[config.mk]
export PLATFORM = sky130hd
export DESIGN_NAME = bill_dispenser_flat
export DESIGN_NICKNAME = d
export VERILOG_FILES = /design/src/rtl/bill_dispenser_if.sv /design/src/rtl/bill_dispenser.sv /design/src/flat_wrapper.sv
export SDC_FILE = /design/constraint.sdc
export NUM_CORES = 1
export LEC_CHECK = 0
export BUFFER_PORTS_ARGS = -buffer_cell sky130_fd_sc_hd__buf_4
export CELL_PAD_IN_SITES_DETAIL_PLACEMENT = 0
export CELL_PAD_IN_SITES_GLOBAL_PLACEMENT = 1
export CORE_MARGIN = 1.5
export CORE_UTILIZATION = 40
export CTS_CLUSTER_DIAMETER = 200
export DETAILED_ROUTE_END_ITERATION = 6
export GPL_ROUTABILITY_DRIVEN = 1
export PLACE_DENSITY_LB_ADDON = 0.1
export SLEW_MARGIN = 15
export SYNTH_ARGS = -nofsm -noshare
export SYNTH_HDL_FRONTEND = slang
export SYNTH_SLANG_ARGS = --single-unit
[constraint.sdc]
create_clock -name clk -period 5.9 [get_ports clk]
set_input_delay 0.295 -clock clk [delete_from_list [all_inputs] [get_ports clk]]
set_output_delay 0.295 -clock clk [all_outputs]
set_load 0.05 [all_outputs]
[src/rtl/bill_dispenser_if.sv]
// Purpose: groups the dispense request, the note-feed handshake and the status signals of bill_dispenser.
// Latency: none; this is wiring only.
// Backpressure: bill_ready from the note feed holds the offered bill in place.
interface bill_dispenser_if;
    logic        entregar_dinero;
    logic [31:0] monto;
    logic        bill_ready;
    logic        bill_valid;
    logic [1:0]  bill_denom;
    logic [7:0]  bill_count;
    logic        busy;
    logic        done;
    logic        error;

    // Requesting side: the transaction controller plus the note-feed mechanism.
    modport master (
        output entregar_dinero,
        output monto,
        output bill_ready,
        input  bill_valid,
        input  bill_denom,
        input  bill_count,
        input  busy,
        input  done,
        input  error
    );

    // Dispensing side: the bill_dispenser itself.
    modport slave (
        input  entregar_dinero,
        input  monto,
        input  bill_ready,
        output bill_valid,
        output bill_denom,
        output bill_count,
        output busy,
        output done,
        output error
    );
endinterface

[src/rtl/bill_dispenser.sv]
// Purpose: splits a requested amount greedily into four denominations and issues one bill per handshake.
// Latency: a dry pass of N+1 cycles for N bills, then at least one cycle per bill, then a one-cycle done or error pulse.
// Backpressure: bill_ready low holds the offered bill and its code stable; requests are ignored while busy.
module bill_dispenser #(
    parameter logic [31:0] D3        = 32'd20000,
    parameter logic [31:0] D2        = 32'd10000,
    parameter logic [31:0] D1        = 32'd5000,
    parameter logic [31:0] D0        = 32'd1000,
    parameter int unsigned MAX_BILLS = 64
) (
    input  logic            clk,
    input  logic            reset,
    bill_dispenser_if.slave bus
);

    typedef enum logic [2:0] {
        S_IDLE,
        S_CHECK,
        S_ISSUE,
        S_DONE,
        S_ERROR
    } state_t;

    localparam logic [7:0] MAX_CNT = 8'(MAX_BILLS);

    state_t      state;
    state_t      state_nxt;
    logic [31:0] amt;
    logic [31:0] amt_nxt;
    logic [31:0] rem;
    logic [31:0] rem_nxt;
    logic [7:0]  cnt;
    logic [7:0]  cnt_nxt;

    logic [1:0]  pick_code;
    logic [31:0] pick_val;
    logic [31:0] rem_after;
    logic [7:0]  cnt_inc;

    // Greedy choice: largest denomination not exceeding the remaining amount.
    always_comb begin
        pick_code = 2'd0;
        pick_val  = 32'd0;
        if (rem >= D3) begin
            pick_code = 2'd3;
            pick_val  = D3;
        end else if (rem >= D2) begin
            pick_code = 2'd2;
            pick_val  = D2;
        end else if (rem >= D1) begin
            pick_code = 2'd1;
            pick_val  = D1;
        end else if (rem >= D0) begin
            pick_code = 2'd0;
            pick_val  = D0;
        end
    end

    // pick_val never exceeds rem, so this cannot wrap.
    assign rem_after = rem - pick_val;
    assign cnt_inc   = cnt + 8'd1;

    // State register.
    always_ff @(posedge clk) begin
        if (!reset) begin
            state <= S_IDLE;
        end else begin
            state <= state_nxt;
        end
    end

    // Datapath registers: latched amount, remaining amount and bill counter.
    always_ff @(posedge clk) begin
        if (!reset) begin
            amt <= 32'd0;
            rem <= 32'd0;
            cnt <= 8'd0;
        end else begin
            amt <= amt_nxt;
            rem <= rem_nxt;
            cnt <= cnt_nxt;
        end
    end

    // Next-state and datapath update: dry pass in CHECK, real issue in ISSUE.
    always_comb begin
        state_nxt = state;
        amt_nxt   = amt;
        rem_nxt   = rem;
        cnt_nxt   = cnt;
        case (state)
            S_IDLE: begin
                if (bus.entregar_dinero) begin
                    amt_nxt   = bus.monto;
                    rem_nxt   = bus.monto;
                    cnt_nxt   = 8'd0;
                    state_nxt = S_CHECK;
                end
            end
            S_CHECK: begin
                if (rem == 32'd0) begin
                    if (cnt == 8'd0) begin
                        // A zero amount is rejected outright.
                        state_nxt = S_ERROR;
                    end else begin
                        // Dry pass proved the amount payable: rewind and issue for real.
                        rem_nxt   = amt;
                        cnt_nxt   = 8'd0;
                        state_nxt = S_ISSUE;
                    end
                end else if (rem < D0) begin
                    state_nxt = S_ERROR;
                end else if (cnt == MAX_CNT) begin
                    state_nxt = S_ERROR;
                end else begin
                    rem_nxt = rem_after;
                    cnt_nxt = cnt_inc;
                end
            end
            S_ISSUE: begin
                if (bus.bill_ready) begin
                    rem_nxt = rem_after;
                    cnt_nxt = cnt_inc;
                    if (rem_after == 32'd0) begin
                        state_nxt = S_DONE;
                    end
                end
            end
            S_DONE: begin
                state_nxt = S_IDLE;
            end
            S_ERROR: begin
                // A rejected request reports zero bills afterwards.
                cnt_nxt   = 8'd0;
                state_nxt = S_IDLE;
            end
            default: begin
                state_nxt = S_IDLE;
            end
        endcase
    end

    // Moore outputs decoded from registers only; the dry-pass count stays hidden.
    assign bus.bill_valid = (state == S_ISSUE);
    assign bus.bill_denom = (state == S_ISSUE) ? pick_code : 2'd0;
    assign bus.bill_count = ((state == S_CHECK) || (state == S_ERROR)) ? 8'd0 : cnt;
    assign bus.busy       = (state != S_IDLE);
    assign bus.done       = (state == S_DONE);
    assign bus.error      = (state == S_ERROR);

endmodule

[src/flat_wrapper.sv]
// flat-port wrapper written by rule: the top's interface ports become plain ports
module bill_dispenser_flat 
#(
    parameter logic [31:0] D3        = 32'd20000,
    parameter logic [31:0] D2        = 32'd10000,
    parameter logic [31:0] D1        = 32'd5000,
    parameter logic [31:0] D0        = 32'd1000,
    parameter int unsigned MAX_BILLS = 64
)
  (clk, reset, bus_entregar_dinero, bus_monto, bus_bill_ready, bus_bill_valid, bus_bill_denom, bus_bill_count, bus_busy, bus_done, bus_error);
  bill_dispenser_if bus_i ();
  input  logic clk;
  input  logic reset;
  input wire logic [$bits(bus_i.entregar_dinero)-1:0] bus_entregar_dinero;
  input wire logic [$bits(bus_i.monto)-1:0] bus_monto;
  input wire logic [$bits(bus_i.bill_ready)-1:0] bus_bill_ready;
  output wire logic [$bits(bus_i.bill_valid)-1:0] bus_bill_valid;
  output wire logic [$bits(bus_i.bill_denom)-1:0] bus_bill_denom;
  output wire logic [$bits(bus_i.bill_count)-1:0] bus_bill_count;
  output wire logic [$bits(bus_i.busy)-1:0] bus_busy;
  output wire logic [$bits(bus_i.done)-1:0] bus_done;
  output wire logic [$bits(bus_i.error)-1:0] bus_error;
  assign bus_i.entregar_dinero = bus_entregar_dinero;
  assign bus_i.monto = bus_monto;
  assign bus_i.bill_ready = bus_bill_ready;
  assign bus_bill_valid = bus_i.bill_valid;
  assign bus_bill_denom = bus_i.bill_denom;
  assign bus_bill_count = bus_i.bill_count;
  assign bus_busy = bus_i.busy;
  assign bus_done = bus_i.done;
  assign bus_error = bus_i.error;
  bill_dispenser #(.D3(D3), .D2(D2), .D1(D1), .D0(D0), .MAX_BILLS(MAX_BILLS)) u_core (.clk(clk), .reset(reset), .bus(bus_i));
endmodule
==> summary.md <==
### CTS
• total CTS buffers: 9
• CTS Root Buffer Type: sky130_fd_sc_hd__clkbuf_16
• setup bufs post-CTS: 0
• buffer levels on the longest clock path: 2
• source-to-sink clock delay at the later pin of the worst-skew pair: 0.35 ns
• Clock H-tree levels: 3
• clock tree from TritonCTS: done
• Clock Pin Slew Worst Setup and Hold Paths: 0.06 ns
• Sinks on Clock Net: 75

### Setup path
• CP endpoint: u_core.state[0]
• critical path, cell by cell: or4_1 > or3_1 > or2_2 > nor4_1 > nand2_1 > or2_2 > and2_1 > ha_1 > nand2b_1 > a21oi_1 > o41a_1 > a2111oi_0 > xor2_1 > a311o_1 > a2111o_1 > o41ai_1 > nor3b_2
• launching point of the worst reg2reg path: u_core.rem[20]
• kind of end point of the critical path: flip-flop
• worst path buffer plus inverter count: 0
• reg2reg setup slack: 0.45 ns
• Worst path slowest cell: sky130_fd_sc_hd__or4_1
• end of the worst register-to-register path: u_core.state[0]
• arrival time at the worst endpoint: 5.70 ns
• maximum cell stage delay along the critical path: 0.60 ns
• Critical Path Most Common Cell: sky130_fd_sc_hd__or2_2
• family with the most delay on the worst path: simple AND/OR/NAND/NOR gates
• type of element launching the critical path: flip-flop
• critical path class: reg -> reg
• Register-to-Register Path Depth: 17
• critical path required time: 6.16 ns
• worst setup path start: u_core.rem[20]
• logic depth of the worst path, buffers included: 17
• critical path peak fanout: 6

### Timing
• final period demand of the worst path: 5.448 ns
• Fin. Hold Viols: 0
• transition time of the tightest slew-check pin: 0.9569 ns
• Tcrit/Tclk final: 0.9234
• Final Skew: 0.01014 ns
• Post-Route Setup TNS: 0 ns
• f_max: 0.1836 GHz
• least setup slack across all paths after layout: 0.4522 ns
• unrepaired setup endpoints after global routing: no
• number of slew-limit violations in the final report: 0
• tightest slew margin relative to the limit: 0.3621
• final setup violating endpoints: 0

### Placed design
• routability congestion estimate: 0.9516
• pre-CTS worst setup slack: 0.2056 ns
• detailed-placement wirelength estimate: 12.21 mm
• post-placement cell area: 5463 sq um
• number of input and output port buffers inserted: 49

### Route
• Via Count: 5,174
• residual DRC count: 0
• number of nets still failing antenna checks after routing: 0
• final WL: 16.61 mm
• vias per inst: 6.037
• per-cell routed wire length: 19.38 um
• iteration-0 DRC count of the detailed router: 311
• number of detailed-routing iterations run before antenna repair: 5

### Power and ir drop
• part of the total power dissipated in the clock network: 0.351
• net switching power figure: 0.5305 mW
• Design Power: 1.577 mW
• largest voltage drop on the vdd net: 154.9 uV
• combinational power share: 0.273
• total power divided by cell area: 273.8 nW/um^2
• fraction of power consumed by sequential logic: 0.376
• cell-internal power: 1.047 mW
• switching fraction of total power: 0.3363
• leakage power total: 2.341 nW

### Synth
• Synth async-reset ratio: 0
• YS warnings: 0
• number of instances in the synthesized netlist: 674
• number of nets in the synthesized netlist: 725
• count of flip-flops with a built-in enable after synthesis: 0
• count leader, synth: sky130_fd_sc_hd__nand2_1
• cell types with the highest counts after synthesis: sky130_fd_sc_hd__nand2_1, sky130_fd_sc_hd__dfxtp_1, sky130_fd_sc_hd__a21oi_1
• predominant post-synthesis flop cell: sky130_fd_sc_hd__dfxtp_1
• register area share after synthesis: 0.3037
• flip-flop and latch count after synthesis: 75
• count of unique library cells instantiated by Yosys: 66
• Synth area leader: sky130_fd_sc_hd__dfxtp_1
• portion of synthesized cell area occupied by the leading cell type: 0.3037
• leading post-synthesis cells by cell area: sky130_fd_sc_hd__dfxtp_1, sky130_fd_sc_hd__nand2_1, sky130_fd_sc_hd__a21oi_1
• total standard cell area after synthesis: 4943 sq um
• mean instance size in the synthesized netlist: 7.335 sq um

### Run
• # Max-Cap Violations: 0

### Global route
• overall global routing resource usage: 0.2638
• pin count of the biggest net entering global routing: 31
• vias in the first global route: 4,759
• first-pass GRT wire length: 26.41 mm
• residual overflow from global routing: 0
• number of antenna violations at the first check in global routing: 0

### Final layout
• fill cell total of the finished layout: 1,234
• net count of the finished layout: 757
• diodes inserted: 0
• final design instance area without fill: 5762 sq um
• share of final-layout standard cells stronger than drive strength 1: 0.1394
• synthesis-to-layout area growth: 16.55%

### Floorplanning
• Placement Rows: 40
• initial core utilization: 0.4116
• Placeable Area: 12,010 sq um
• I/O pin total: 50
• Die Span X: 114.2 um
• Die Y: 114.2 um
• Die ar.: 13,030 sq um

### Outcome
• outcome: finished clean

### Worst hold path
• worst hold-check path type: in -> reg

cell type report:
cell class / instances / area [sq um] / area share
Multi-Input combinational cell: 547 / 3268 / 0.5672
Sequential cell: 75 / 1501 / 0.2606
Timing Repair Buffer: 64 / 480.5 / 0.08339
Clock buffer: 11 / 242.7 / 0.04213
Tap cell: 147 / 183.9 / 0.03192
Clock inverter: 4 / 51.30 / 0.008903
Inverter: 9 / 33.78 / 0.005863
what timing repair did:
item / CTS / global route
endpoints found under the setup margin: 0 / 2
hold endpoints to repair: 0 / 0
resized for setup: 0 / 3
hold buffers: 0 / 0
worst reg2reg max path, stage by stage, from the launching register on:
cell and delay (ns):
sky130_fd_sc_hd__dfxtp_1 0.37, sky130_fd_sc_hd__or4_1 0.60, sky130_fd_sc_hd__or3_1 0.39, sky130_fd_sc_hd__or2_2 0.33, sky130_fd_sc_hd__nor4_1 0.30, sky130_fd_sc_hd__nand2_1 0.16
sky130_fd_sc_hd__or2_2 0.33, sky130_fd_sc_hd__and2_1 0.16, sky130_fd_sc_hd__ha_1 0.32, sky130_fd_sc_hd__nand2b_1 0.11, sky130_fd_sc_hd__a21oi_1 0.07, sky130_fd_sc_hd__o41a_1 0.35
sky130_fd_sc_hd__a2111oi_0 0.52, sky130_fd_sc_hd__xor2_1 0.18, sky130_fd_sc_hd__a311o_1 0.38, sky130_fd_sc_hd__a2111o_1 0.38, sky130_fd_sc_hd__o41ai_1 0.20, sky130_fd_sc_hd__nor3b_2 0.20
layer usage:
layer,global-route usage,share of wire,vias up
met1,0.3857,0.50,2479
met3,0.04606,0.059,23
li1,-,-,2528
met5,0,0,-
met4,0.07083,0.017,0
met2,0.3992,0.43,144
cells in the final DEF, fill, tap and decap left out, drive strengths merged, types with 9 or more instances in the layout:
cell and instances:
nand2b 9, a2111oi 12, a21oi 74, a211oi 10, buf 64, o211ai 12
nand3 16, nor4 12, clkbuf 11, or4 9, xor2 11, o21ai 52
dfxtp 75, xnor2 13, ha 14, nand2 104, nor3 19, a22oi 13
nor2 73
power by group through the flow:
stage	registers [mW]	logic [mW]	clock network, mW
6_report	0.593	0.431	0.554
2_1_floorplan	0.585	0.302	0
5_1_grt	0.599	0.475	0.585
3_3_place_gp	0.601	0.425	0
4_1_cts	0.591	0.427	0.566
3_5_place_dp	0.602	0.424	0
logic make-up (layout without fill, tap and decap cells):
logic type	count (synthesis)	count (layout)	share of synthesized area
XOR/XNOR	24	24	0.04252
adder cells (fa/ha/maj)	15	15	0.03948
flip-flops	75	75	0.3037
buffers and inverters	52	88	0.04151
AND/OR/NAND/NOR	284	284	0.2751
multiplexers	9	9	0.01848
AO/OA/AOI/OAI	215	215	0.2792
registers in the layout (all words and copies together), names as in the netlist:
signal	count
u_core.amt	32
u_core.cnt	8
u_core.rem	32
u_core.state	3
through the flow:
| step | instances | utilization | hold WS [ns] |
|---|---|---|---|
| 6_report | 857 | 0.4797 | 0.2025 |
| 5_1_grt | 857 | 0.4797 | 0.2009 |
| 4_1_cts | 857 | 0.4793 | 0.1992 |
| 3_5_place_dp | 842 | 0.4548 | 0.4462 |
| 3_3_place_gp | 842 | 0.4548 | 0.4400 |
| 2_1_floorplan | 674 | - | 0.4310 |
how the worst min path moves through the flow:
stage	endpoint	cells past startpoint	slack (ns)	start
floorplan	u_core.amt[16]	2	0.43	bus_monto[16]
global placement	u_core.amt[24]	2	0.44	u_core.amt[24]
detailed placement	u_core.amt[17]	2	0.45	u_core.amt[17]
CTS	u_core.amt[4]	3	0.20	bus_monto[4]
global route	u_core.amt[7]	3	0.20	bus_monto[7]
finish	u_core.amt[7]	3	0.20	bus_monto[7]
No activity file was read; power rests on OpenSTA's default activity.
